--- config.mk ---
export PLATFORM = sky130hd
export DESIGN_NAME = ov7670_emu_flat
export DESIGN_NICKNAME = d
export VERILOG_FILES = /design/src/rtl/cam_pkg.sv /design/src/rtl/ov7670_emu_if.sv /design/src/rtl/ov7670_pattern_gen.sv /design/src/rtl/ov7670_emu.sv /design/src/flat_wrapper.sv
export SDC_FILE = /design/constraint.sdc
export NUM_CORES = 1
export LEC_CHECK = 0
export ABC_AREA = 1
export BUFFER_PORTS_ARGS = -buffer_cell sky130_fd_sc_hd__buf_2
export CORE_MARGIN = 4
export CORE_UTILIZATION = 32
export CTS_BUF_LIST = sky130_fd_sc_hd__clkbuf_8
export DETAILED_ROUTE_END_ITERATION = 6
export GPL_TIMING_DRIVEN = 0
export PLACE_DENSITY = 0.47
export SYNTH_ARGS = -nofsm -noshare
export SYNTH_HDL_FRONTEND = slang
export SYNTH_SLANG_ARGS = --single-unit
--- constraint.sdc ---
create_clock -name clk -period 2.2 [get_ports clk]
set_clock_uncertainty 0.15 [all_clocks]
set_input_delay 0.11 -clock clk [delete_from_list [all_inputs] [get_ports clk]]
set_output_delay 0.11 -clock clk [all_outputs]
set_load 0.005 [all_outputs]
--- src/rtl/cam_pkg.sv ---
// Shared definitions for the OV7670 emulator: RGB565 test colours,
// pattern_sel encodings and the frame-timing FSM state codes.
package cam_pkg;

  localparam logic [15:0] RED_565   = 16'hF800;
  localparam logic [15:0] GREEN_565 = 16'h07E0;
  localparam logic [15:0] BLUE_565  = 16'h001F;

  typedef enum logic [1:0] {
    PAT_RED      = 2'd0,
    PAT_GREEN    = 2'd1,
    PAT_BLUE     = 2'd2,
    PAT_GRADIENT = 2'd3
  } pattern_e;

  typedef logic [2:0] state_t;

  localparam state_t ST_IDLE   = 3'd0;
  localparam state_t ST_VSYNC  = 3'd1;
  localparam state_t ST_VBACK  = 3'd2;
  localparam state_t ST_ACTIVE = 3'd3;
  localparam state_t ST_HBLANK = 3'd4;

  function automatic logic [15:0] gradient565(input logic [4:0] x, input logic [5:0] y);
    return {x, y, 5'b00000};
  endfunction

endpackage

--- src/rtl/ov7670_emu_if.sv ---
// OV7670 parallel pixel bus; the emulator is the master (camera end),
// a capture block such as cam_read is the slave.
interface ov7670_emu_if;

  logic       CAM_pclk;
  logic       CAM_vsync;
  logic       CAM_href;
  logic [7:0] CAM_px_data;

  modport master (output CAM_pclk, output CAM_vsync, output CAM_href, output CAM_px_data);
  modport slave  (input  CAM_pclk, input  CAM_vsync, input  CAM_href, input  CAM_px_data);

endinterface

--- src/rtl/ov7670_pattern_gen.sv ---
// Combinational RGB565 pixel value for the selected test pattern at (x, y).
module ov7670_pattern_gen
  import cam_pkg::*;
#(
  parameter int XW = 8,
  parameter int YW = 7
) (
  input  logic [1:0]    i_pattern,
  input  logic [XW-1:0] i_x,
  input  logic [YW-1:0] i_y,
  output logic [15:0]   o_pixel
);

  logic [4:0] w_xLow;
  logic [5:0] w_yLow;

  // The gradient only uses the low coordinate bits, so narrower or wider counters both fit.
  assign w_xLow = 5'(i_x);
  assign w_yLow = 6'(i_y);

  always_comb begin
    o_pixel = 16'h0000;
    case (i_pattern)
      PAT_RED:      o_pixel = RED_565;
      PAT_GREEN:    o_pixel = GREEN_565;
      PAT_BLUE:     o_pixel = BLUE_565;
      PAT_GRADIENT: o_pixel = gradient565(w_xLow, w_yLow);
      default:      o_pixel = 16'h0000;
    endcase
  end

endmodule

--- src/rtl/ov7670_emu.sv ---
// OV7670 sensor emulator: streams RGB565 test frames on the parallel bus,
// with every state change on the CAM_pclk falling edge so data is stable at its rise.
module ov7670_emu
  import cam_pkg::*;
#(
  parameter int CAM_SCREEN_X = 160,
  parameter int CAM_SCREEN_Y = 120,
  parameter int VSYNC_PCLK   = 8,
  parameter int VBACK_PCLK   = 4,
  parameter int HBLANK_PCLK  = 4
) (
  input  logic             clk,
  input  logic             rst,
  input  logic             enable,
  input  logic [1:0]       pattern_sel,
  ov7670_emu_if.master     cam,
  output logic             frame_done
);

  localparam int XW    = $clog2(CAM_SCREEN_X);
  localparam int YW    = $clog2(CAM_SCREEN_Y);
  localparam int BMAX0 = (VSYNC_PCLK > VBACK_PCLK) ? VSYNC_PCLK : VBACK_PCLK;
  localparam int BMAX  = (BMAX0 > HBLANK_PCLK) ? BMAX0 : HBLANK_PCLK;
  localparam int CW    = $clog2(BMAX + 1);

  logic          r_pclk;
  logic          r_frameDone;
  state_t        r_state;
  logic [CW-1:0] r_cnt;
  logic [XW-1:0] r_x;
  logic [YW-1:0] r_y;
  logic          r_phase;
  logic [1:0]    r_pattern;

  logic          w_tick;
  logic [15:0]   w_pixel;

  assign w_tick = r_pclk;

  ov7670_pattern_gen #(.XW(XW), .YW(YW)) u_patternGen (
    .i_pattern (r_pattern),
    .i_x       (r_x),
    .i_y       (r_y),
    .o_pixel   (w_pixel)
  );

  always_ff @(posedge clk or posedge rst) begin
    if (rst) begin
      r_pclk      <= 1'b0;
      r_frameDone <= 1'b0;
      r_state     <= ST_IDLE;
      r_cnt       <= '0;
      r_x         <= '0;
      r_y         <= '0;
      r_phase     <= 1'b0;
      r_pattern   <= '0;
    end else begin
      r_pclk      <= ~r_pclk;
      r_frameDone <= 1'b0;
      if (w_tick) begin
        case (r_state)
          ST_IDLE: begin
            if (enable) begin
              r_pattern <= pattern_sel;
              r_cnt     <= '0;
              r_state   <= ST_VSYNC;
            end
          end
          ST_VSYNC: begin
            if (r_cnt == CW'(VSYNC_PCLK - 1)) begin
              r_cnt   <= '0;
              r_state <= ST_VBACK;
            end else begin
              r_cnt <= r_cnt + 1'b1;
            end
          end
          ST_VBACK: begin
            if (r_cnt == CW'(VBACK_PCLK - 1)) begin
              r_cnt   <= '0;
              r_x     <= '0;
              r_y     <= '0;
              r_phase <= 1'b0;
              r_state <= ST_ACTIVE;
            end else begin
              r_cnt <= r_cnt + 1'b1;
            end
          end
          ST_ACTIVE: begin
            r_phase <= ~r_phase;
            if (r_phase) begin
              if (r_x == XW'(CAM_SCREEN_X - 1)) begin
                r_x     <= '0;
                r_cnt   <= '0;
                r_state <= ST_HBLANK;
              end else begin
                r_x <= r_x + 1'b1;
              end
            end
          end
          ST_HBLANK: begin
            if (r_cnt == CW'(HBLANK_PCLK - 1)) begin
              r_cnt <= '0;
              if (r_y < YW'(CAM_SCREEN_Y - 1)) begin
                r_y     <= r_y + 1'b1;
                r_state <= ST_ACTIVE;
              end else begin
                // Last line's blanking ends the frame; enable decides whether another follows.
                r_y         <= '0;
                r_frameDone <= 1'b1;
                if (enable) begin
                  r_pattern <= pattern_sel;
                  r_state   <= ST_VSYNC;
                end else begin
                  r_state <= ST_IDLE;
                end
              end
            end else begin
              r_cnt <= r_cnt + 1'b1;
            end
          end
          default: r_state <= ST_IDLE;
        endcase
      end
    end
  end

  assign cam.CAM_pclk    = r_pclk;
  assign cam.CAM_vsync   = (r_state == ST_VSYNC);
  assign cam.CAM_href    = (r_state == ST_ACTIVE);
  assign cam.CAM_px_data = (r_state == ST_ACTIVE) ? (r_phase ? w_pixel[7:0] : w_pixel[15:8]) : 8'h00;
  assign frame_done      = r_frameDone;

endmodule
--- src/flat_wrapper.sv ---
// flat-port wrapper written by rule: the top's interface ports become plain ports
module ov7670_emu_flat import cam_pkg::*;
#(
  parameter int CAM_SCREEN_X = 160,
  parameter int CAM_SCREEN_Y = 120,
  parameter int VSYNC_PCLK   = 8,
  parameter int VBACK_PCLK   = 4,
  parameter int HBLANK_PCLK  = 4
)
  (clk, rst, enable, pattern_sel, frame_done, cam_CAM_pclk, cam_CAM_vsync, cam_CAM_href, cam_CAM_px_data);
  ov7670_emu_if cam_i ();
  input  logic clk;
  input  logic rst;
  input  logic enable;
  input  logic [1:0] pattern_sel;
  output logic frame_done;
  output wire logic [$bits(cam_i.CAM_pclk)-1:0] cam_CAM_pclk;
  output wire logic [$bits(cam_i.CAM_vsync)-1:0] cam_CAM_vsync;
  output wire logic [$bits(cam_i.CAM_href)-1:0] cam_CAM_href;
  output wire logic [$bits(cam_i.CAM_px_data)-1:0] cam_CAM_px_data;
  assign cam_CAM_pclk = cam_i.CAM_pclk;
  assign cam_CAM_vsync = cam_i.CAM_vsync;
  assign cam_CAM_href = cam_i.CAM_href;
  assign cam_CAM_px_data = cam_i.CAM_px_data;
  ov7670_emu #(.CAM_SCREEN_X(CAM_SCREEN_X), .CAM_SCREEN_Y(CAM_SCREEN_Y), .VSYNC_PCLK(VSYNC_PCLK), .VBACK_PCLK(VBACK_PCLK), .HBLANK_PCLK(HBLANK_PCLK)) u_core (.clk(clk), .rst(rst), .enable(enable), .pattern_sel(pattern_sel), .cam(cam_i), .frame_done(frame_done));
endmodule
# [Word-level counts from Yosys, hierarchy flattened]
# Index checks and enable logic that the tools add are counted.
[totals] input_bits=5 reg_bits=27 mem_bits_rw=0 mem_bits_ro=0 memories=0 latchBits=0 wordCells=80
[op_classes] mux=36 bitwise_logic=2 n_mul=0 div=0 reduce_logical=13 n_shift=0 magnitude_cmp=1 addsub=3 n_eq_ne=17
[ops] op="16-bit one-hot mux with 4 select lines" count=1
[ops] op="8-bit 2-to-1 mux" count=5
[ops] op="3-bit 2-to-1 mux" count=7
[ops] op="7-bit 2-to-1 mux" count=3
[ops] op="4-bit 2-to-1 mux" count=5
[ops] op="4-bit one-hot mux with 4 select lines" count=1
[ops] op="8-bit one-hot mux with 2 select lines" count=1
[ops] op="3-bit one-hot mux with 5 select lines" count=1
[ops] op="7-bit one-hot mux with 2 select lines" count=1
[ops] op="4-bit AND reduction" count=3
[ops] op="2-bit by 1-bit != test with 1-bit output (second input constant)" count=5
[ops] op="8-bit by 1-bit adder with 8-bit output (second input constant)" count=1
[ops] op="8-bit equality test (second input constant)" count=1
[ops] op="7-bit by 1-bit adder with 7-bit output (second input constant)" count=1
[ops] op="7-bit < comparator (second input constant)" count=1
[ops] op="7-bit AND reduction" count=1
[ops] op="3-bit by 2-bit equality test with 1-bit output (second input constant)" count=2
[ops] op="1-bit 2-to-1 mux" count=6
[ops] op="2-bit 2-to-1 mux" count=3
[ops] op="2-bit nonzero test" count=3
[ops] op="5-bit AND reduction" count=1
[ops] op="4-bit by 1-bit adder with 4-bit output (second input constant)" count=1
[ops] op="2-bit equality test (second input constant)" count=2
[ops] op="4-bit by 2-bit equality test with 1-bit output (second input constant)" count=1
[ops] op="13 further kinds" count=15

# [Depth between registers and ports, before layout]
# Gate-level depths: netlist of run 1.
[logic_depth] depth_word=5 mapped_depth=10

# [By module]
# A second synthesis of run 1 with hierarchy kept.
[unflattened] cells_unflattened=301 area_unflattened_um2=1969.4
[by_module_without_submodules] module="ov7670_emu" n_inst=1 cells_each=268 seq_area_each_um2=675.6 area_each_um2=1801.7
[by_module_without_submodules] module="ov7670_pattern_gen" n_inst=1 cells_each=33 seq_area_each_um2=0.0 area_each_um2=167.7

# [Least setup slack after synthesis of run 1]
# No wires, ideal clock.
[synth_path] path_kind="register to register" from="register u_core.r_cnt[0]" to="register u_core.r_x[3]" period_less_slack_ns=1.528 path_slack_ns=0.672 arrival_ns=1.304 stages_incl_launch_ff=10 cell_sequence="dfrtp_1 ha_1 nand2_1 inv_1 nor2_1 nor2_4 inv_2 buf_6 nand2_1 o21ai_2"
[synth_between] elab_chain_len=3
[synth_lines] element="start, declared" line_no="ov7670_emu.sv:29" text="logic [CW-1:0] r_cnt;"
[synth_lines] element="start signal, assigned" line_no="ov7670_emu.sv:74" text="r_cnt <= r_cnt + 1'b1;"
[synth_lines] element="start signal, assigned" line_no="ov7670_emu.sv:85" text="r_cnt <= r_cnt + 1'b1;"
[synth_lines] element="start signal, assigned" line_no="ov7670_emu.sv:118" text="r_cnt <= r_cnt + 1'b1;"
[synth_lines] element="4-bit by 2-bit equality test with 1-bit output" line_no="ov7670_emu.sv:78" text="if (r_cnt == CW'(VBACK_PCLK - 1)) begin"
[synth_lines] element="2-bit by 1-bit != test with 1-bit output (no source line)"
[synth_lines] element="4-bit AND reduction (no source line)"
[synth_lines] element="end signal, assigned" line_no="ov7670_emu.sv:96" text="r_x <= r_x + 1'b1;"
[synth_lines] element="end, declared" line_no="ov7670_emu.sv:30" text="logic [XW-1:0] r_x;"
# No other way between the ends.
# A chain may end at the register's enable or synchronous reset.

# [Final worst setup path of run 1]
[layout_path] from="register u_core.r_state[0]" to="output cam_CAM_px_data[3]"
[layout_between] elab_chain_len=2
[layout_lines] element="start, declared" line_no="ov7670_emu.sv:28" text="state_t r_state;"
[layout_lines] element="start signal, assigned" line_no="ov7670_emu.sv:51" text="r_state <= ST_IDLE;"
[layout_lines] element="start signal, assigned" line_no="ov7670_emu.sv:66" text="r_state <= ST_VSYNC;"
[layout_lines] element="start signal, assigned" line_no="ov7670_emu.sv:72" text="r_state <= ST_VBACK;"
[layout_lines] element="3-bit by 2-bit equality test with 1-bit output" line_no="ov7670_emu.sv:130" text="assign cam.CAM_px_data = (r_state == ST_ACTIVE) ? (r_phase ? w_pixel[7:0] : w_pixel[15:8]) : 8'h00;"
[layout_lines] element="8-bit 2-to-1 mux" line_no="ov7670_emu.sv:130"
[layout_lines] element="end, declared" line_no="flat_wrapper.sv:20" text="output wire logic [$bits(cam_i.CAM_px_data)-1:0] cam_CAM_px_data;"
# No other way between the ends.

==> flow_summary_export.csv, run 1 <==
group,metric,value,unit
clocking,clockBufferDepth,2,
clocking,cts.sinks,27,
floorplan,floorplan.initialDensity,32.99,%
timing,hold_violations,0,
worst_setup_path,worst_setup_path_end_kind,"output port",
yosys,yosysUniqueCellTypes,30,
final_layout,final_cell_mix,"nand2_1, nor2_1, inv_1",
worst_setup_path,worstSetupPathType,"flop to output port",
yosys,yosysSeqAreaShare,37.42,%
timing,fmax,0.5142,GHz
final_layout,area_growth,13.65,%
power,seq_power_share,34.7,%
yosys,synth_edf_count,0,
global_routing,gr-total-overflow,0,
global_routing,grt_pass1_wl,7838,um
clocking,cts_setup_buffers,0,
clocking,insertion_delay,0.27,ns
timing,max_slew_margin,27.87,%
worst_setup_path,arrival,1.68,ns
final_layout,seq_area,675.6,um^2
route,avgRoutedWirePerCell,11.74,um
timing,period_minus_slack,1.945,ns
clocking,cts_root_buffer,"clkbuf_8",
timing,finalCritPeriodShare,88.40,%
min_path,worstHoldPathType,"input pin to flop",
final_layout,mostFrequentLayoutCell,"nand2_1",
final_layout,fin_util,37.49,%
timing,rsz0062_at_grt,"no",
global_routing,grt_max_degree,28,
worst_setup_path,path_max_fanout,10,
clocking,htreeDepth,1,
yosys,netlist.area_leader.share,37.42,%
worst_setup_path,critPathRequiredTime,1.94,ns
yosys,syn_nets,271,
floorplan,core,5473,um^2
worst_setup_path,start_kind,"flop",
clocking,cts_tree,"built",
timing,setup-tns-final,0,ns
power,switchingPower,0.9471,mW
timing,final-setup-viol-count,0,
floorplan,pin_count,17,
final_layout,drive_gt1_share,15.38,%
yosys,synth-seq-cells,27,
final_layout,fillers,595,
floorplan,num_rows,27,
yosys,syn_area_per_cell,6.865,um^2
power,internal_power,1.074,mW
timing,fin_hold_ws,0.2139,ns
placement,portBuffers,16,
power,p_clk_share,14.1,%
job,max-cap-violations,0,
worst_setup_path,rr_worst_depth,9,
route,drtIter0Drc,55,
yosys,postSynthCellCount,263,
clocking,path_clk_slew,0.10,ns
yosys,ys_warn_count,0,
final_layout,fin_nets,295,
yosys,synth.cell_area,1805,um^2
route,num_vias,1692,
timing,worst_pin_slew,1.081,ns
timing,slew_violations,0,
yosys,synth_ff_type,"dfrtp_1",
clocking,cts_buffers,3,
final_layout,multi_input_area,987.2,um^2
route,via_per_inst,4.726,
power,power_density,984.9,nW/um^2
power,ir_drop,0.0003571,V
yosys,synthArstFlopShare,100.0,%
floorplan,die-area,6908,um^2
placement,hpwl,3230,um
min_path,whs_path_depth,7,
route,drc,0,
power,pwr-share-comb,51.2,%
floorplan,dieWidth,83.12,um
status,status,"finished clean",
route,routed_wl,4202,um
final_layout,diodes,0,
global_routing,grt_pass1_vias,1698,
yosys,yosysTopAreaCell,"dfrtp_1",
yosys,synthTopCellsByArea,"dfrtp_1, nand2_1, nand3_1",
placement,gp_congestion,0.8337,
floorplan,die_h,83.12,um
power,switching_share,46.87,%
global_routing,antenna_found_initial,0,
global_routing,grt_usage,13.35,%
route,drtAntennaViolNets,0,
route,firstDrtPassIters,4,
power,p_leak,1.051,nW
==> layer usage <==
| layer | up-vias | part of all wire [%] | global-route usage [%] |
|---|---|---|---|
| met5 | - | 0 | 0 |
| met4 | 0 | 0.62 | 3.566 |
| met3 | 2 | 2.1 | 1.587 |
| met2 | 15 | 47 | 21.72 |
| met1 | 775 | 51 | 18.70 |
| li1 | 900 | - | - |
==> layout make-up <==
cell class	count	area share, %
Clock inverter	1	0.2439
Inverter	32	5.854
Sequential cell	27	32.93
Buffer	3	1.098
Tap cell	72	4.390
Clock buffer	3	2.012
Multi-Input combinational cell	201	48.11
Timing Repair Buffer	19	5.366
==> through the flow <==
| stage | setup WS (ns) | cells | power, mW | cell area, um^2 |
|---|---|---|---|---|
| global route | 0.03422 | 358 | 2.262 | 2052 |
| detailed placement | 0.4851 | 351 | 1.754 | 1976 |
| finish | 0.2552 | 358 | 2.021 | 2052 |
| floorplan | 0.6716 | 263 | 1.485 | 1805 |
| CTS | 0.1714 | 358 | 2.065 | 2052 |
| global placement | 0.4653 | 351 | 1.759 | 1976 |
==> logic make-up after synthesis <==
kind of cell / count (synthesis) / synth area share (%)
DFF: 27 / 37.42
and+or+nand+nor: 156 / 38.67
AOI/OAI and AO/OA: 41 / 13.44
buffers and inverters: 35 / 7.900
adders and majority gates: 3 / 2.079
xor gates and xnor gates: 1 / 0.4852
==> synth_stat cells, types with 2 or more instances <==
master and number:
a211oi_1 2, a21oi_1 11, dfrtp_1 27, ha_1 3, inv_1 28, inv_2 4, nand2_1 79, nand2_2 6
nand3_1 24, nand4_1 6, nor2_1 30, nor2_4 3, nor3_1 3, o21a_1 2, o21ai_0 15, o21ai_1 2
o21ai_2 5
==> state kept, by name (all words and copies together), names as in the netlist <==
signal,count
u_core.r_y,7
u_core.r_state,3
u_core.cam.CAM_pclk,1
u_core.r_pattern,2
u_core.r_phase,1
u_core.r_x,8
u_core.r_cnt,4
u_core.frame_done,1
==> power groups by stage <==
stage / clock (mW) / sequential (mW) / combinational (mW)
global placement: 0 / 0.712 / 1.05
detailed placement: 0 / 0.709 / 1.04
finish: 0.286 / 0.701 / 1.03
global route: 0.325 / 0.720 / 1.22
CTS: 0.310 / 0.699 / 1.06
floorplan: 0 / 0.675 / 0.810
==> final timing paths <==
check | endpoint | slack, ns | start
max in group asynchronous | u_core.r_x[7] | 0.75 | rst
hold / removal | u_core.r_state[0] | 0.21 | enable
min in group asynchronous | u_core.r_x[3] | 0.49 | rst
setup reg to reg | u_core.r_x[3] | 0.45 | u_core.r_cnt[0]
hold reg to reg | u_core.r_y[0] | 0.39 | u_core.r_y[0]
setup / recovery | cam_CAM_px_data[3] | 0.26 | u_core.r_state[0]
==> critical path, stage by stage, from the launching register on <==
cell and delay, ns:
dfrtp_1 0.48, nand2_1 0.12, nor2_4 0.14, buf_4 0.20
o21ai_1 0.17, nor2_1 0.17, buf_2 0.14
==> timing repair <==
| item | in CTS | in global routing |
|---|---|---|
| hold endpoints to repair | 29 | 0 |
| resized for setup | 0 | 1 |
| hold buffers | 3 | 0 |
| setup endpoints to repair | 0 | 1 |
Note: power is estimated with default switching activity, not from simulation.
==> inputs of run 2 (changes only) <==
- ABC_AREA: 1 -> not set
- CORE_UTILIZATION: 32 -> 55
- PLACE_DENSITY: 0.47 -> 0.74
==> flow_summary_export.csv, run 2 <==
group,metric,value,unit
status,status,"complete, but fails checks",
status,violations,"setup timing",
route,drtAntennaViolNets,0,
placement,dp_cells,246,
worst_setup_path,cp_top_family,"simple AND/OR/NAND/NOR gates",
worst_setup_path,arrival,2.25,ns
final_layout,final_cell_mix,"dfrtp_1, nor2_1, o21ai_0",
worst_setup_path,worst_path_largest_cell_delay,0.52,ns
clocking,insertion_delay,0.28,ns
timing,period_minus_slack,2.208,ns
timing,fin_hold_ws,0.1602,ns
worst_setup_path,path_cells,"clkbuf_1, nor4_1, nor3_1, o211ai_1, or4_1, o211ai_1",
worst_setup_path,worst_setup_path_end_kind,"flop",
clocking,cts_buffers,3,
final_layout,fillers,209,
placement,hpwl,2724,um
final_layout,final_area,2058,um^2
power,power_density,1096,nW/um^2
global_routing,grt_max_degree,28,
route,drtIter0Drc,124,
yosys,netlist.area_leader.share,40.33,%
clocking,clockBufferDepth,2,
floorplan,num_rows,19,
floorplan,dieWidth,63.19,um
floorplan,die_h,63.19,um
yosys,ys_warn_count,0,
route,via_per_inst,6.184,
clocking,path_clk_slew,0.10,ns
route,wl_met2,2026,um
power,p_leak,0.9119,nW
route,avgRoutedWirePerCell,15.75,um
worst_setup_path,worstSetupPathType,"flop to flop",
placement,placed_area,1797,um^2
clocking,cts_root_buffer,"clkbuf_8",
global_routing,antenna_found_initial,0,
min_path,worstHoldPathType,"input pin to flop",
yosys,netlist_top_cells_count,"o21ai_0, dfrtp_1, nor2_1",
timing,hold_violations,0,
worst_setup_path,cp_common_cell,"o211ai_1",
yosys,yosysMostFrequentCell,"o21ai_0",
yosys,syn_nets,207,
placement,place_ws,-0.1541,ns
yosys,synth_compound_area_share,23.53,%
route,drc,0,
yosys,synth-seq-cells,27,
worst_setup_path,crit_slowest_cell,"or4_1",
yosys,yosysSeqAreaShare,40.33,%
yosys,yosys.area_share.simple,25.39,%
timing,fmax,0.4529,GHz
yosys,synth-xor-area-share,1.046,%
route,wl_met3,299,um
route,num_vias,1651,
clocking,cts_tree,"built",
yosys,synth-adder-area-share,2.240,%
floorplan,pin_count,17,
power,ir_drop,0.0008205,V
global_routing,grt_pass1_vias,1585,
final_layout,area_growth,22.85,%
final_layout,regMostFlops,"u_core.r_x",
final_layout,largest_reg_flops,8,
yosys,synthArstFlopShare,100.0,%
clocking,cts.sinks,27,
power,total_power,2.257,mW
floorplan,die-area,3993,um^2
yosys,synthTopCellsByArea,"dfrtp_1, o21ai_0, nor2_1",
worst_setup_path,path_max_fanout,7,
placement,portBuffers,16,
worst_setup_path,critPathRequiredTime,2.24,ns
final_layout,drive_gt1_share,26.27,%
route,firstDrtPassIters,4,
job,max-cap-violations,0,
worst_setup_path,critPathBufInv,1,
timing,setup-tns-final,-0.008102,ns
yosys,postSynthCellCount,199,
timing,setup_slack,-0.008102,ns
timing,slew_violations,0,
yosys,synth_top_family_by_area,"simple AND/OR/NAND/NOR gates",
route,routed_wl,4206,um
timing,max_slew_margin,29.12,%
yosys,yosysUniqueCellTypes,44,
timing,worst_pin_slew,1.062,ns
final_layout,biggestRegsByFlops,"u_core.r_x x8, u_core.r_y x7, u_core.r_cnt x4",
final_layout,diodes,0,
yosys,synth_ff_type,"dfrtp_1",
yosys,synth_mux_area_share,4.033,%
timing,final-setup-viol-count,1,
final_layout,mostFrequentLayoutCell,"dfrtp_1",
yosys,synth.cell_area,1675,um^2
final_layout,fin_cells,267,
final_layout,fin_util,72.76,%
final_layout,fin_nets,245,
placement,gp_congestion,0.9015,
floorplan,core,2829,um^2
timing,rsz0062_at_grt,"yes",
global_routing,grt_usage,22.16,%
floorplan,floorplan.initialDensity,59.22,%
yosys,yosysTopAreaCell,"dfrtp_1",
global_routing,grt_pass1_wl,7231,um
timing,finalCritPeriodShare,100.4,%
global_routing,gr-total-overflow,0,
route,met1_length,1832,um
clocking,htreeDepth,1,
worst_setup_path,start_kind,"flop",
yosys,synth_edf_count,0,
route,maxUsedRoutingLayer,"met4",
yosys,syn_area_per_cell,8.419,um^2
run 2: path summary, 6_finish.rpt:
check | startpoint | endpoint | slack (ns) | depth (start not counted)
worst max-delay path | u_core.r_state[1] | u_core.r_cnt[3] | -0.008 | 6
worst min-delay path | enable | u_core.r_state[0] | 0.16 | 4
worst max register to register | u_core.r_state[1] | u_core.r_cnt[3] | -0.008 | 6
worst min register to register | u_core.r_x[7] | u_core.r_x[7] | 0.34 | 1
max in group asynchronous | rst | u_core.r_x[6] | 0.78 | 3
min in group asynchronous | rst | u_core.r_y[2] | 0.48 | 3
run 2: per-layer routing:
| layer | global-route usage (%) | vias up |
|---|---|---|
| met3 | 4.085 | 5 |
| met2 | 36.36 | 63 |
| li1 | - | 801 |
| met5 | 0 | - |
| met4 | 7.547 | 0 |
| met1 | 29.36 | 782 |
run 2: area by class of cell:
class / instances / area [um^2] / share of cell area (%)
Clock inverter: 1 / 5.005 / 0.2432
Sequential cell: 27 / 675.6 / 32.83
Inverter: 5 / 18.77 / 0.9119
Tap cell: 31 / 38.79 / 1.885
Buffer: 8 / 36.28 / 1.763
Clock buffer: 3 / 41.29 / 2.006
Timing Repair Buffer: 35 / 234.0 / 11.37
Multi-Input combinational cell: 157 / 1008 / 49.00
run 2: tightest hold or removal path: cells and delay by family:
family	cells	cell delay (ns)
multiplexers	1	0.14
buffers and inverters	1	0.10
AO/OA/AOI/OAI	2	0.20
run 2: kinds of logic (layout without fill, tap and decap cells):
logic type / count (synthesis) / in the layout
flops: 27 / 27
xor+xnor: 2 / 2
fa+ha+maj: 3 / 3
simple gates: 82 / 82
compound gates: 64 / 64
mux: 6 / 6
buf+inv: 15 / 52
run 2: what timing repair did:
| action | in CTS | in global routing |
|---|---|---|
| gates resized for setup | 8 | 27 |
| hold buffers | 3 | 0 |
| cloned | 0 | 0 |
| endpoints found under the setup margin | 12 | 21 |
| buffers inserted | 11 | 5 |
| pin swaps | 9 | 5 |
| endpoints found under the hold margin | 29 | 0 |
run 2: power by group:
group	internal, mW	switching (mW)
Sequential	0.593	0.132
Combinational	0.585	0.658
Clock	0.127	0.161
Total	1.31	0.951
